`src/rtl/cmp.vh`:
```
// Branch-compare op encodings shared by cmp and its users.
`ifndef CMP_VH
`define CMP_VH

`define CMP_OP_WIDTH 3
`define CMP_OP_BEQ   3'd0
`define CMP_OP_BNE   3'd1
`define CMP_OP_BLT   3'd2
`define CMP_OP_BGE   3'd3
`define CMP_OP_BLTU  3'd4
`define CMP_OP_BGEU  3'd5

`endif

```
`src/rtl/cmp_arb_pkg.sv`:
```
// Shared helpers for the cmp_arb round-robin wrapper.
package cmp_arb_pkg;

    // Round-robin successor of a requester index among n requesters.
    function automatic int unsigned rr_next(input int unsigned idx, input int unsigned n);
        return (idx + 1) % n;
    endfunction

endpackage

```
`src/rtl/cmp.sv`:
```
// Branch-compare unit: evaluates one branch condition on two operands.
`include "cmp.vh"

module cmp #(
    parameter int WIDTH = 32
) (
    input  logic [`CMP_OP_WIDTH-1:0] op,
    input  logic [WIDTH-1:0]         src1,
    input  logic [WIDTH-1:0]         src2,
    output logic                     taken
);

    // Decode the op; unknown encodings never take the branch.
    always_comb begin
        taken = 1'b0;
        case (op)
            `CMP_OP_BEQ:  taken = (src1 == src2);
            `CMP_OP_BNE:  taken = (src1 != src2);
            `CMP_OP_BLT:  taken = ($signed(src1) <  $signed(src2));
            `CMP_OP_BGE:  taken = ($signed(src1) >= $signed(src2));
            `CMP_OP_BLTU: taken = (src1 <  src2);
            `CMP_OP_BGEU: taken = (src1 >= src2);
            default:      taken = 1'b0;
        endcase
    end

endmodule

```
`src/rtl/cmp_rr_pick.sv`:
```
// Combinational round-robin picker: first valid request at or after ptr, wrapping.
module cmp_rr_pick #(
    parameter int NREQ = 2
) (
    input  logic [NREQ-1:0]         req,
    input  logic [$clog2(NREQ)-1:0] ptr,
    output logic [NREQ-1:0]         gnt,
    output logic [$clog2(NREQ)-1:0] idx
);

    localparam int ID_W = $clog2(NREQ);

    logic found;

    // Two passes: indices ptr..NREQ-1 first, then the wrapped range 0..ptr-1.
    always_comb begin
        gnt   = '0;
        idx   = '0;
        found = 1'b0;
        for (int k = 0; k < NREQ; k++) begin
            if (!found && req[k] && (k >= int'(ptr))) begin
                found  = 1'b1;
                gnt[k] = 1'b1;
                idx    = ID_W'(k);
            end
        end
        for (int k = 0; k < NREQ; k++) begin
            if (!found && req[k] && (k < int'(ptr))) begin
                found  = 1'b1;
                gnt[k] = 1'b1;
                idx    = ID_W'(k);
            end
        end
    end

endmodule

```
`src/rtl/cmp_arb.sv`:
```
// Shares one cmp unit between NREQ requesters with round-robin grant and a
// single registered response slot that can be refilled in the cycle it drains.
`include "cmp.vh"

module cmp_arb
    import cmp_arb_pkg::*;
#(
    parameter int WIDTH = 32,
    parameter int NREQ  = 2
) (
    input  logic                           i_clk,
    input  logic                           i_rst,
    input  logic [NREQ-1:0]                i_req_valid,
    output logic [NREQ-1:0]                o_req_ready,
    input  logic [NREQ*`CMP_OP_WIDTH-1:0]  i_req_op,
    input  logic [NREQ*WIDTH-1:0]          i_req_src1,
    input  logic [NREQ*WIDTH-1:0]          i_req_src2,
    output logic                           o_rsp_valid,
    output logic [$clog2(NREQ)-1:0]        o_rsp_id,
    output logic                           o_rsp_taken,
    input  logic                           i_rsp_ready
);

    localparam int ID_W = $clog2(NREQ);
    localparam int OPW  = `CMP_OP_WIDTH;

    logic [NREQ-1:0]  gnt;
    logic [ID_W-1:0]  gnt_idx;
    logic [ID_W-1:0]  ptr;
    logic             can_accept;
    logic             accept;
    logic [OPW-1:0]   sel_op;
    logic [WIDTH-1:0] sel_src1;
    logic [WIDTH-1:0] sel_src2;
    logic             cmp_taken;

    cmp_rr_pick #(.NREQ(NREQ)) u_pick (
        .req (i_req_valid),
        .ptr (ptr),
        .gnt (gnt),
        .idx (gnt_idx)
    );

    // The slot can take a new result if it is empty or being drained now.
    assign can_accept  = !o_rsp_valid || i_rsp_ready;
    assign o_req_ready = i_rst ? '0 : (gnt & {NREQ{can_accept}});
    assign accept      = |(i_req_valid & o_req_ready);

    // Steer the granted requester's fields into the shared compare unit.
    always_comb begin
        sel_op   = '0;
        sel_src1 = '0;
        sel_src2 = '0;
        for (int k = 0; k < NREQ; k++) begin
            if (gnt[k]) begin
                sel_op   = i_req_op[k*OPW +: OPW];
                sel_src1 = i_req_src1[k*WIDTH +: WIDTH];
                sel_src2 = i_req_src2[k*WIDTH +: WIDTH];
            end
        end
    end

    cmp #(.WIDTH(WIDTH)) u_cmp (
        .op    (sel_op),
        .src1  (sel_src1),
        .src2  (sel_src2),
        .taken (cmp_taken)
    );

    // Response slot and round-robin pointer; accept wins over a plain pop.
    always_ff @(posedge i_clk) begin
        if (i_rst) begin
            o_rsp_valid <= 1'b0;
            o_rsp_id    <= '0;
            o_rsp_taken <= 1'b0;
            ptr         <= '0;
        end else if (accept) begin
            o_rsp_valid <= 1'b1;
            o_rsp_id    <= gnt_idx;
            o_rsp_taken <= cmp_taken;
            ptr         <= ID_W'(rr_next(32'(gnt_idx), NREQ));
        end else if (i_rsp_ready) begin
            o_rsp_valid <= 1'b0;
        end
    end

endmodule

```
`config.mk`:
```
export PLATFORM = sky130hd
export DESIGN_NAME = cmp_arb
export DESIGN_NICKNAME = d
export VERILOG_FILES = /design/src/rtl/cmp_arb_pkg.sv /design/src/rtl/cmp.sv /design/src/rtl/cmp_rr_pick.sv /design/src/rtl/cmp_arb.sv
export VERILOG_INCLUDE_DIRS = /design/src /design/src/rtl
export SDC_FILE = /design/constraint.sdc
export NUM_CORES = 1
export LEC_CHECK = 0
export CAP_MARGIN = 10
export CORE_MARGIN = 1.5
export CORE_UTILIZATION = 35
export CTS_CLUSTER_DIAMETER = 200
export CTS_CLUSTER_SIZE = 30
export DETAILED_ROUTE_END_ITERATION = 10
export PLACE_DENSITY = 0.95
export SLEW_MARGIN = 5
export SYNTH_ARGS = -nofsm -noshare
export SYNTH_HDL_FRONTEND = slang
export SYNTH_SLANG_ARGS = --single-unit
```
`constraint.sdc`:
```
create_clock -name i_clk -period 8.7 [get_ports i_clk]
set_input_delay 1.74 -clock i_clk [delete_from_list [all_inputs] [get_ports i_clk]]
set_output_delay 1.74 -clock i_clk [all_outputs]
set_load 0.05 [all_outputs]
```
Word level (Yosys, flattened, before mapping)
Index checks and enable logic that the tools add are counted.
{"block": "classes", "n_bitwise": 2, "magnitude_cmp": 6, "add_sub_neg": 1, "mux": 15, "n_reduce_logical": 11, "n_eq_ne": 7}
{"cell": "32-bit 2-to-1 mux", "count": 4}
{"cell": "32-bit >= comparator", "count": 2}
{"cell": "32-bit less-than comparator", "count": 2}
{"cell": "32-bit equality test", "count": 1}
{"cell": "32-bit inequality test", "count": 1}
{"cell": "1-bit 2-to-1 mux", "count": 7}
{"cell": "3-bit by 2-bit equality test with 1-bit output (second input constant)", "count": 2}
{"cell": "3-bit equality test (second input constant)", "count": 2}
{"cell": "3-bit 2-to-1 mux", "count": 2}
{"cell": "1-bit one-hot mux with 6 select lines", "count": 1}
{"cell": "2-bit AND", "count": 2}
{"cell": "1-bit logical AND", "count": 4}
{"cell": "3-bit by 1-bit equality test with 1-bit output (second input constant)", "count": 1}
{"cell": "1-bit zero test", "count": 3}
{"cell": "3-bit zero test", "count": 1}
{"cell": "2-bit 2-to-1 mux", "count": 1}
{"cell": "2-bit nonzero test", "count": 1}
{"cell": "2-bit OR reduction", "count": 1}
{"cell": "1-bit adder (second input constant)", "count": 1}
{"cell": "1-bit >= comparator (first input constant)", "count": 1}
{"cell": "1-bit logical OR", "count": 1}
{"cell": "1-bit less-than comparator (first input constant)", "count": 1}
{"block": "totals", "word_cells": 46, "reg_bits": 4, "out_inout_bits": 5, "inputBits": 139}

Depth between registers and ports, before layout
Gate-level depths: netlist of the first run.
{"block": "logic_depth", "word_depth": 15, "mapped_depth": 13, "depth_no_buf": 11}

Modules after synthesis
Synthesis of the first run repeated with hierarchy kept, for this count alone.
{"block": "unflattened", "cells_unflattened": 234, "area_unflattened_um2": 1849.3}
{"module": "cmp_arb", "n_inst": 1, "area_each_um2": 912.1, "seq_area_each_um2": 80.1, "cells_each": 107}
{"module": "cmp", "n_inst": 1, "area_each_um2": 910.9, "seq_area_each_um2": 0.0, "cells_each": 123}
{"module": "cmp_rr_pick", "n_inst": 1, "area_each_um2": 26.3, "seq_area_each_um2": 0.0, "cells_each": 4}

Worst setup path after synthesis of the first run
No wires, ideal clock.
{"block": "synth_path", "path_kind": "input to register", "startpoint": "input i_req_valid[0]", "endpoint": "register o_rsp_taken", "setup_ns": 0.072, "path_slack_ns": 4.253, "arrival_time_ns": 4.375, "path_stages": 12, "n_path_buf": 2, "required_time_ns": 8.628, "path_cell_list": "a21boi_2 > clkbuf_1 > clkbuf_1 > a22oi_1 > ha_1 > a21oi_2 > nand2_1 > a221o_1 > o31ai_4 > a211oi_1 > a311o_1 > a2bb2oi_1"}
{"block": "synth_via", "elab_chain_cells": 13, "word_cells_on_any_way": 33, "classes_between": "order compare (4); eq/ne (7); mux (12); bitwise (2); reduce/logical (8)"}
{"element": "start, declared", "line": "cmp_arb.sv:13", "text": "input logic [NREQ-1:0] i_req_valid,"}
{"element": "1-bit logical AND", "line": "cmp_rr_pick.sv:21", "text": "if (!found && req[k] && (k >= int'(ptr))) begin"}
{"element": "1-bit 2-to-1 mux", "line": "cmp_rr_pick.sv:21"}
{"element": "1-bit zero test", "line": "cmp_rr_pick.sv:21"}
{"element": "1-bit logical AND", "line": "cmp_rr_pick.sv:21"}
{"element": "1-bit 2-to-1 mux", "line": "cmp_rr_pick.sv:21"}
{"element": "1-bit zero test", "line": "cmp_rr_pick.sv:28", "text": "if (!found && req[k] && (k < int'(ptr))) begin"}
{"element": "1-bit logical AND (2 in series)", "line": "cmp_rr_pick.sv:28"}
{"element": "1-bit 2-to-1 mux", "line": "cmp_rr_pick.sv:28"}
{"element": "32-bit 2-to-1 mux, or another cell as far along (2 in series)", "line": "cmp_arb.sv:55", "text": "if (gnt[k]) begin"}
{"element": "32-bit >= comparator, or another cell as far along", "line": "cmp.sv:22", "text": "`CMP_OP_BGEU: taken = (src1 >= src2);"}
{"element": "1-bit one-hot mux with 6 select lines / 2-bit OR reduction (equally long branches)", "line": "cmp.sv:16, cmp_arb.sv:47"}
{"element": "end signal, assigned", "line": "cmp_arb.sv:80", "text": "o_rsp_taken <= cmp_taken;"}
{"element": "end, declared", "line": "cmp_arb.sv:20", "text": "output logic o_rsp_taken,"}
Several ways; a longest one is shown, not always the timed one.
A chain may end at the register's enable or synchronous reset.

Worst setup path after layout of the first run
{"block": "layout_path", "startpoint": "input i_req_valid[1]", "endpoint": "output o_req_ready[1]"}
{"block": "layout_via", "elab_chain_cells": 4}
{"element": "1-bit logical AND", "line": "cmp_rr_pick.sv:21"}
{"element": "1-bit 2-to-1 mux", "line": "cmp_rr_pick.sv:21"}
{"element": "2-bit AND", "line": "cmp_arb.sv:46", "text": "assign o_req_ready = i_rst ? '0 : (gnt & {NREQ{can_accept}});"}
{"element": "2-bit 2-to-1 mux", "line": "cmp_arb.sv:46"}
{"element": "end, declared", "line": "cmp_arb.sv:14", "text": "output logic [NREQ-1:0] o_req_ready,"}
No other way between the ends.

==> results of run 1 <==
cells in the final DEF, fill, tap and decap left out, drive strengths merged, types with 2 or more instances in the layout:
cell,count
clkdlybuf4s50,143
a22o,34
a22oi,33
ha,32
a21oi,13
nand2,7
nand3,7
nand4,6
nor2,5
a211oi,5
inv,4
dfxtp,4
nor2b,3
a21o,3
clkbuf,3
a21boi,3
nor4,3
and2,2
nor3,2
o21ai,2
a2bb2oi,2
buf,2
o31ai,2
and4,2
final cells by class:
type,instances,area (um^2)
multi-input combinational,173,1500
timing repair buffer,145,1450
fill,343,1270
sequential,4,80.1
tap,52,65.1
clock buffer,3,41.3
inverter,4,15.0
stage by stage:
stage               util (%)  setup slack, ns
floorplan                  -             4.25
global placement        70.4             2.82
detailed placement      70.4             2.72
CTS                     71.3             2.73
global route            71.3             2.57
finish                  71.3             2.72
sequential cells by signal, summed over array words and instances (netlist names):
name / flops
o_rsp_taken: 1
ptr: 1
o_rsp_valid: 1
o_rsp_id: 1
metal layers:
layer | wire (um) | vias up | global-route usage, %
li1 | - | 1088 | -
met1 | 2270 | 1011 | 25.0
met2 | 3100 | 119 | 45.0
met3 | 566 | 12 | 3.80
met4 | 133 | 0 | 8.81
met5 | 0 | - | 0
Yosys cell counts (all sizes together):
cell type	count	share of area, %
a21o	3	1.4
a211oi	5	2.3
and2	2	0.76
a221oi	1	0.54
a22o	34	18
and4	2	1.1
a2bb2oi	2	1.1
ha	32	24
nor4	3	2.8
nor2	5	1.1
nor2b	3	1.1
buf	5	1.1
dfxtp	4	4.9
a22oi	33	16
nand4	6	3.2
o211ai	1	0.46
nor3	2	0.61
a21oi	13	4.2
a31o	1	0.54
clkbuf	10	2.3
nor3b	1	0.76
o31ai	2	1.8
nand3	7	2.1
a21boi	3	2.1
xor2	1	0.54
a221o	1	0.61
nand2	7	1.6
a311o	1	0.61
o21ai	2	0.61
inv	4	0.92
cell families after synthesis:
group | Yosys count | synth area share (%)
compound gates | 102 | 50.3
simple gates | 38 | 15.4
fa+ha+maj | 32 | 24.5
buf+inv | 19 | 4.36
flops | 4 | 4.90
xor+xnor | 1 | 0.536
power breakdown:
| group | leakage [nW] | switching [mW] | internal (mW) |
|---|---|---|---|
| registers | 0.0332 | 0.00119 | 0.0204 |
| clock network | 0.0216 | 0.0109 | 0.0296 |
| logic | 1.22 | 0.0810 | 0.107 |
| total | 1.27 | 0.0931 | 0.157 |
worst reg2reg max path: stages, from the launching register on:
cell	delay (ns)
dfxtp_1	0.38
inv_1	0.11
a21boi_4	0.12
buf_4	0.55
a22oi_1	0.20
ha_1	0.36
a21oi_1	0.19
o21ai_0	0.16
a221oi_1	0.28
nor3b_2	0.32
a211oi_1	0.13
a311o_1	0.34
a2bb2oi_1	0.12
final timing paths:
path / slack, ns / cells after the start / endpoint
max: 2.72 / 5 / o_req_ready[1]
min: 0.50 / 1 / o_rsp_id
max reg2reg: 5.36 / 12 / o_rsp_taken
min reg2reg: 0.50 / 1 / o_rsp_id
==> run summary, run 1 <==
total die area - 5090 um^2
CTS buffer count - 3
CP startpoint kind - input port
Avg Cell Area, Syn - 8.34 um^2
first-pass GRT wire length - 9670 um
Setup crit end kind - primary output
Initial DRC Count - 85
CP delay by family, top - buffers and inverters
clk buf depth - 2
Antenna Nets Post-Route - 0
Req. time, crit path - 6.96 ns
Least-Margin Pin Slew - 0.681 ns
status - finished clean
post-synthesis cell area - 1640 um^2
grt ovf - 0
Post-Route WL - 6070 um
Clock Tree Root - clkbuf_8
Non-Filler Instances - 381
H-Tree Depth - 1
antenna violations before repair - 0
Mapped Nets - 367
Setup-failing EPs final - 0
crit-path cells - clkdlybuf4s50_1, a21boi_4, buf_4, and2_1, clkdlybuf4s50_1
Post-CTS Repair Setup Buffers - 0
Final Critical Period - 5.98 ns
CP max FO - 68
Die Height - 71.4 um
post-DR vias/cell - 5.85
Buffers on Ports - 143
CP peak stage delay - 0.86 ns
Area Growth Syn to Fin - 92.4%
Area after DPL - 3110 um^2
sequential area share after synthesis - 4.90%
core area - 4410 um^2
Hold WS - 0.496 ns
CTS tree - yes
Worst-Skew Late Latency - 0.22 ns
cell area power density - 79.6 nW/um^2
clk sink count - 4
Die X - 71.4 um
setup TNS - 0 ns
Worst Path Buf+Inv - 3
Critical-path top delay cell - clkdlybuf4s50_1
yosys warns - 0
I/O pins - 144
final hold violation count - 0
largest net degree at the start of global routing - 69
Antenna diodes - 0
Worst Skew - 0.00502 ns
GRT Overall Usage - 23.3%
Cells after Synth - 196
Unique masters post-synth - 36
initial core utilization - 37.0%
vias in the first global route - 2213
CP arrival - 4.24 ns
design area - 3150 um^2
drt drc - 0
maximum clock rate - 167 MHz
Critical R2R Launch - ptr
Pwr Total - 0.250 mW
Lkg Pwr - 1.27 nW
Worst Hold Launch - o_rsp_id
Worst-path clk slew - 0.03 ns
Worst setup startpoint - i_req_valid[1]
Resized cells post-CTS - 0
Final HPWL DP - 5000 um
synthesis-stage register bit count - 4
crit path kind - input port to primary output
nets@finish - 502
routability congestion estimate - 0.766
per-cell routed wire length - 15.9 um
Max-Cap Viols - 0
cts hold-fix bufs - 0
# placed instances - 378
via count - 2230
share of layout cells above drive strength 1 - 5.47%
min-delay worst type - flip-flop to flip-flop
final slew viol count - 0
TritonRoute pass-1 iters - 4
# rows - 24
RSZ-0062 raised after global routing - no
Period Utilization, post-route - 68.7%
slew margin rel. - 54.6%
Worst VDD drop - 57.6 uV
Critical Path Most Common Cell - clkdlybuf4s50_1
No activity file was read; power rests on OpenSTA's default activity.
==> run 2, diff against run 1 <==
--- a/config.mk
+++ b/config.mk
@@ -8,11 +8,11 @@
 export LEC_CHECK = 0
 export CAP_MARGIN = 10
 export CORE_MARGIN = 1.5
-export CORE_UTILIZATION = 35
+export CORE_UTILIZATION = 29
 export CTS_CLUSTER_DIAMETER = 200
 export CTS_CLUSTER_SIZE = 30
 export DETAILED_ROUTE_END_ITERATION = 10
-export PLACE_DENSITY = 0.95
+export PLACE_DENSITY = 0.86
 export SLEW_MARGIN = 5
 export SYNTH_ARGS = -nofsm -noshare
 export SYNTH_HDL_FRONTEND = slang
==> constraint.sdc (replaced) <==
create_clock -name i_clk -period 5.3 [get_ports i_clk]
set_input_delay 1.06 -clock i_clk [delete_from_list [all_inputs] [get_ports i_clk]]
set_output_delay 1.06 -clock i_clk [all_outputs]
set_load 0.05 [all_outputs]
==> run 2 against run 1 <==
  * Sequential share of layout area barely moved
  * First-iteration DRC count fell by 22%
  * Critical path type unchanged
  * Critical endpoint unchanged
  * Combinational power grew 63%
==> run summary, run 2 (same netlist as run 1, synthesis figures left out) <==
nets@finish - 504 (was 502)
drt drc - 0 (unchanged)
Lkg Pwr - 1.28 nW (was 1.27 nW)
final slew viol count - 0 (unchanged)
slew margin rel. - 66.5% (was 54.6%)
Non-Filler Instances - 403 (was 381)
clk buf depth - 2 (unchanged)
post-DR vias/cell - 5.43 (was 5.85)
first-pass GRT wire length - 9470 um (was 9670 um)
H-Tree Depth - 1 (unchanged)
commonest non-fill, non-tap cell in the layout - clkdlybuf4s50_1 (unchanged)
Endpoint, Worst Hold - o_rsp_id (unchanged)
Die X - 78.1 um (was 71.4 um)
Area Growth Syn to Fin - 94.9% (was 92.4%)
Post-Route WL - 5860 um (was 6070 um)
hold depth - 1 (unchanged)
Initial DRC Count - 66 (was 85)
crit path kind - input port to primary output (unchanged)
CP max FO - 38 (was 68)
grt ovf - 0 (unchanged)
# placed instances - 400 (was 378)
Layout Utilization - 58.2% (was 71.3%)
Post-CTS Repair Setup Buffers - 0 (unchanged)
total die area - 6100 um^2 (was 5090 um^2)
Least-Margin Pin Slew - 0.501 ns (was 0.681 ns)
Period Utilization, post-route - 82.8%
Worst Skew - 0.00369 ns (was 0.00502 ns)
GRT Overall Usage - 18.7% (was 23.3%)
routability congestion estimate - 0.826 (was 0.766)
Final Critical Period - 4.39 ns
Req. time, crit path - 4.24 ns (was 6.96 ns)
Worst Hold Launch - o_rsp_id (unchanged)
clk sink count - 4 (unchanged)
cts hold-fix bufs - 0 (unchanged)
Max-Cap Viols - 0 (unchanged)
Setup-failing EPs final - 0 (unchanged)
Worst-path clk slew - 0.03 ns (about the same)
Buffers on Ports - 143 (unchanged)
CP arrival - 3.33 ns (was 4.24 ns)
RR Endpoint - o_rsp_taken (unchanged)
via count - 2189 (was 2230)
R2R depth - 12 (unchanged)
Worst-Skew Late Latency - 0.21 ns (was 0.22 ns)
# rows - 27 (was 24)
flop-to-flop setup slack - 2.24 ns (was 5.36 ns)
initial core utilization - 29.9% (was 37.0%)
Final HPWL DP - 4980 um (was 5000 um)
per-cell routed wire length - 14.5 um (was 15.9 um)
status - finished clean (unchanged)
RSZ-0062 raised after global routing - no (unchanged)
cell area power density - 127 nW/um^2 (was 79.6 nW/um^2)
Setup crit end kind - primary output (unchanged)
final hold violation count - 0 (unchanged)
Die Height - 78.1 um (was 71.4 um)
most frequent cells in the layout - clkdlybuf4s50_1, a22o_1, a22oi_1, ha_1, a21oi_1 (unchanged)
CTS buffer count - 3 (unchanged)
Resized cells post-CTS - 0 (unchanged)
Antenna Nets Post-Route - 0 (unchanged)
I/O pins - 144 (unchanged)
Critical R2R Launch - ptr (unchanged)
largest net degree at the start of global routing - 39 (was 69)
CP startpoint kind - input port (unchanged)
Clock Tree Root - clkbuf_8 (unchanged)
share of layout cells above drive strength 1 - 6.04% (was 5.47%)
TritonRoute pass-1 iters - 4 (unchanged)
maximum clock rate - 228 MHz
CTS tree - yes (unchanged)
antenna violations before repair - 0 (unchanged)
core area - 5470 um^2 (was 4410 um^2)
vias in the first global route - 2193 (was 2213)
Antenna diodes - 0 (unchanged)
setup TNS - 0 ns (unchanged)
Worst VDD drop - 66.6 uV (was 57.6 uV)
Fillers - 504 (was 343)
min-delay worst type - flip-flop to flip-flop (unchanged)
-- run 2: cell types whose count changed in the layout (fill, tap and decap cells not counted), sizes merged --
cell / previous run / this run
buf: 2 / 4
-- run 2: critical path, cell delays in order --
cell and delay, ns:
clkdlybuf4s50_1 0.57, a21boi_4 0.22, buf_4 0.37, and2_1 0.28, clkdlybuf4s50_1 0.83
-- run 2: per-layer routing --
metal | vias up | share of wire, % | track usage [%] | routed length (um)
met3 | 6 | 8.0 | 3.84 | 469
met4 | 0 | 0.94 | 4.11 | 55
li1 | 1096 | - | - | -
met1 | 992 | 41 | 21.4 | 2380
met5 | - | 0 | 0 | 0
met2 | 95 | 50 | 35.5 | 2950
-- run 2: worst max path at each step --
stage,from,end,slack [ns],cells after the start
2_1_floorplan,i_req_valid[0],o_rsp_taken,1.53,12
3_3_place_gp,i_req_valid[1],o_req_ready[1],0.96,5
3_5_place_dp,i_req_valid[1],o_req_ready[1],0.89,5
4_1_cts,i_req_valid[1],o_req_ready[1],0.89,5
5_1_grt,i_req_valid[1],o_req_ready[1],0.80,5
6_report,i_req_valid[1],o_req_ready[1],0.91,5
-- run 2: power by group --
| group | total (mW) | switching (mW) | internal [mW] |
|---|---|---|---|
| Sequential | 0.0354 | 0.00188 | 0.0335 |
| Combinational | 0.307 | 0.130 | 0.177 |
| Clock | 0.0635 | 0.0151 | 0.0484 |
-- run 2: cell type report --
cell class / count / area (um^2) / area share [%]
multi-input cells: 173 / 1500 / 47.0
repair buffers: 147 / 1460 / 45.9
inverters: 4 / 15.0 / 0.471
flip-flops and latches: 4 / 80.1 / 2.51
clock buffers: 3 / 41.3 / 1.30
well taps: 72 / 90.1 / 2.83
-- run 2: stage by stage --
step                area (um^2)  hold slack [ns]  setup slack (ns)  power [mW]
floorplan                  1640            0.476              1.53       0.198
global placement           3150            0.485             0.959       0.337
detailed placement         3150            0.497             0.895       0.344
CTS                        3190            0.500             0.886       0.409
global route               3190            0.524             0.801       0.443
finish                     3190            0.495             0.912       0.405
==> run 3, diff against run 2 <==
--- a/config.mk
+++ b/config.mk
@@ -8,11 +8,11 @@
 export LEC_CHECK = 0
 export CAP_MARGIN = 10
 export CORE_MARGIN = 1.5
-export CORE_UTILIZATION = 29
+export CORE_UTILIZATION = 32
 export CTS_CLUSTER_DIAMETER = 200
 export CTS_CLUSTER_SIZE = 30
 export DETAILED_ROUTE_END_ITERATION = 10
-export PLACE_DENSITY = 0.86
+export PLACE_DENSITY = 0.9
 export SLEW_MARGIN = 5
 export SYNTH_ARGS = -nofsm -noshare
 export SYNTH_HDL_FRONTEND = slang
==> constraint.sdc (replaced) <==
create_clock -name i_clk -period 4.52 [get_ports i_clk]
set_input_delay 0.904 -clock i_clk [delete_from_list [all_inputs] [get_ports i_clk]]
set_output_delay 0.904 -clock i_clk [all_outputs]
set_load 0.05 [all_outputs]
==> run 3 against run 2 <==
  * Largest power group unchanged
  * Design area rose by 0.12%
  * Clock-buffer cell count did not move
  * Utilization rose by 8.0 points
  * Setup slack got worse by 0.39 ns
  * Wire length rose by 2.6%
  * Sequential share of layout area barely moved
  * Register-to-register slack got worse by 0.70 ns
  * Highest routed layer unchanged
  * Die area fell by 9.0%
  * Clock power rose by 20%
  * Hold slack improved by 0.0056 ns
  * Global-route usage rose by 2.3 points
  * Critical endpoint unchanged
==> run summary, run 3 (same netlist as run 1, synthesis figures left out) <==
share of layout cells above drive strength 1 - 5.47% (was 6.04%)
commonest non-fill, non-tap cell in the layout - clkdlybuf4s50_1 (unchanged)
clk buf depth - 2 (unchanged)
TritonRoute pass-1 iters - 4 (unchanged)
Critical Path Most Common Cell - clkdlybuf4s50_1 (unchanged)
Clk pwr share - 15.8% (was 15.7%)
drt drc - 0 (unchanged)
Buffers on Ports - 143 (unchanged)
routability congestion estimate - 0.745 (was 0.826)
sw power - 0.177 mW (was 0.147 mW)
Combinational Power Share - 75.6% (about the same)
Antenna Nets Post-Route - 0 (unchanged)
Reg area - 80.1 um^2 (unchanged)
GRT Overall Usage - 21.1% (was 18.7%)
Die X - 74.5 um (was 78.1 um)
per-cell routed wire length - 15.2 um (was 14.5 um)
Setup-failing EPs final - 0 (unchanged)
Max-Cap Viols - 0 (unchanged)
Antenna diodes - 0 (unchanged)
Post-Route WL - 6020 um (was 5860 um)
Initial DRC Count - 81 (was 66)
CTS buffer count - 3 (unchanged)
slew margin rel. - 65.7% (was 66.5%)
CP startpoint kind - input port (unchanged)
nets@finish - 502 (was 504)
cell area power density - 151 nW/um^2 (was 127 nW/um^2)
Resized cells post-CTS - 0 (unchanged)
first-pass GRT wire length - 9340 um (was 9470 um)
post-DR vias/cell - 5.52 (was 5.43)
Req. time, crit path - 3.62 ns (was 4.24 ns)
crit path kind - input port to primary output (unchanged)
final slew viol count - 0 (unchanged)
switching share of power - 36.6% (was 36.2%)
area of the multi-input gates - 1500 um^2 (unchanged)
# rows - 25 (was 27)
Reg power frac - 8.6% (was 8.7%)
I/O pins - 144 (unchanged)
H-Tree Depth - 1 (unchanged)
CTS tree - yes (unchanged)
Setup crit end kind - primary output (unchanged)
CP max FO - 68 (was 38)
Hold WS - 0.500 ns (was 0.495 ns)
Worst-path clk slew - 0.03 ns (about the same)
antenna violations before repair - 0 (unchanged)
final hold violation count - 0 (unchanged)
Post-CTS Repair Setup Buffers - 0 (unchanged)
status - finished clean (unchanged)
largest net degree at the start of global routing - 69 (was 39)
Fillers - 417 (was 504)
CP arrival - 3.10 ns (was 3.33 ns)
via count - 2186 (was 2189)
Internal Power - 0.306 mW (was 0.259 mW)
clk sink count - 4 (unchanged)
Worst Skew - 0.00341 ns (was 0.00369 ns)
Worst setup startpoint - i_req_valid[1] (unchanged)
CP peak stage delay - 0.84 ns (was 0.83 ns)
initial core utilization - 33.9% (was 29.9%)
setup TNS - 0 ns (unchanged)
crit-path cells - clkdlybuf4s50_1, a21boi_4, buf_12, and2_1, clkdlybuf4s50_1 (was clkdlybuf4s50_1, a21boi_4, buf_4, and2_1, clkdlybuf4s50_1)
Final Critical Period - 4.00 ns
maximum clock rate - 250 MHz
most frequent cells in the layout - clkdlybuf4s50_1, a22o_1, a22oi_1, ha_1, a21oi_1 (unchanged)
Least-Margin Pin Slew - 0.512 ns (was 0.501 ns)
Final HPWL DP - 5010 um (was 4980 um)
Worst-Skew Late Latency - 0.22 ns (was 0.21 ns)
grt ovf - 0 (unchanged)
Clock Tree Root - clkbuf_8 (unchanged)
vias in the first global route - 2192 (was 2193)
total die area - 5550 um^2 (was 6100 um^2)
Critical R2R Launch - ptr (unchanged)
Lkg Pwr - 1.28 nW (about the same)
Worst Hold Launch - o_rsp_id (unchanged)
Worst VDD drop - 106 uV (was 66.6 uV)
Critical-path top delay cell - clkdlybuf4s50_1 (unchanged)
Period Utilization, post-route - 88.5%
Die Height - 74.5 um (was 78.1 um)
cts hold-fix bufs - 0 (unchanged)
core area - 4820 um^2 (was 5470 um^2)
Area Growth Syn to Fin - 95.1% (was 94.9%)
RSZ-0062 raised after global routing - no (unchanged)
min-delay worst type - flip-flop to flip-flop (unchanged)
run 3: area by class of cell:
type                            instances  share of cell area, %
Timing Repair Buffer                  145                   46.1
Tap cell                               67                   2.63
Clock buffer                            3                   1.29
Multi-Input combinational cell        173                   47.0
Inverter                                4                  0.471
Sequential cell                         4                   2.51
run 3: worst max-delay path: cells and delay by family:
family / cells / cell delay (ns)
AND/OR/NAND/NOR: 1 / 0.27
AO/OA/AOI/OAI: 1 / 0.23
buffers and inverters: 3 / 1.69
run 3: through the flow:
stage / std cells / area, um^2 / util [%] / worst slack, ns / total power [mW]
after floorplan: 196 / 1640 / - / 0.909 / 0.233
after global placement: 393 / 3150 / 65.4 / 0.534 / 0.397
after detailed placement: 393 / 3150 / 65.4 / 0.463 / 0.406
after CTS: 396 / 3190 / 66.2 / 0.523 / 0.485
after global routing: 396 / 3190 / 66.2 / 0.452 / 0.525
final: 396 / 3190 / 66.2 / 0.518 / 0.482
run 3: power by group through the flow:
stage / sequential [mW] / combinational, mW / clock [mW]
2_1_floorplan: 0.0522 / 0.181 / 0
3_3_place_gp: 0.0418 / 0.355 / 0
3_5_place_dp: 0.0420 / 0.364 / 0
4_1_cts: 0.0415 / 0.366 / 0.0770
5_1_grt: 0.0423 / 0.401 / 0.0819
6_report: 0.0415 / 0.365 / 0.0761
run 3: worst paths after layout:
check | end | slack (ns) | cells past startpoint
hold / removal | o_rsp_id | 0.50 | 1
setup / recovery | o_req_ready[1] | 0.52 | 5
setup reg to reg | o_rsp_taken | 1.54 | 12
hold reg to reg | o_rsp_id | 0.50 | 1
run 3: layer usage:
metal | global-route usage, % | wire length [um]
met5 | 0 | 0
met4 | 4.24 | 56
met3 | 3.66 | 546
met2 | 42.3 | 3110
met1 | 22.7 | 2310
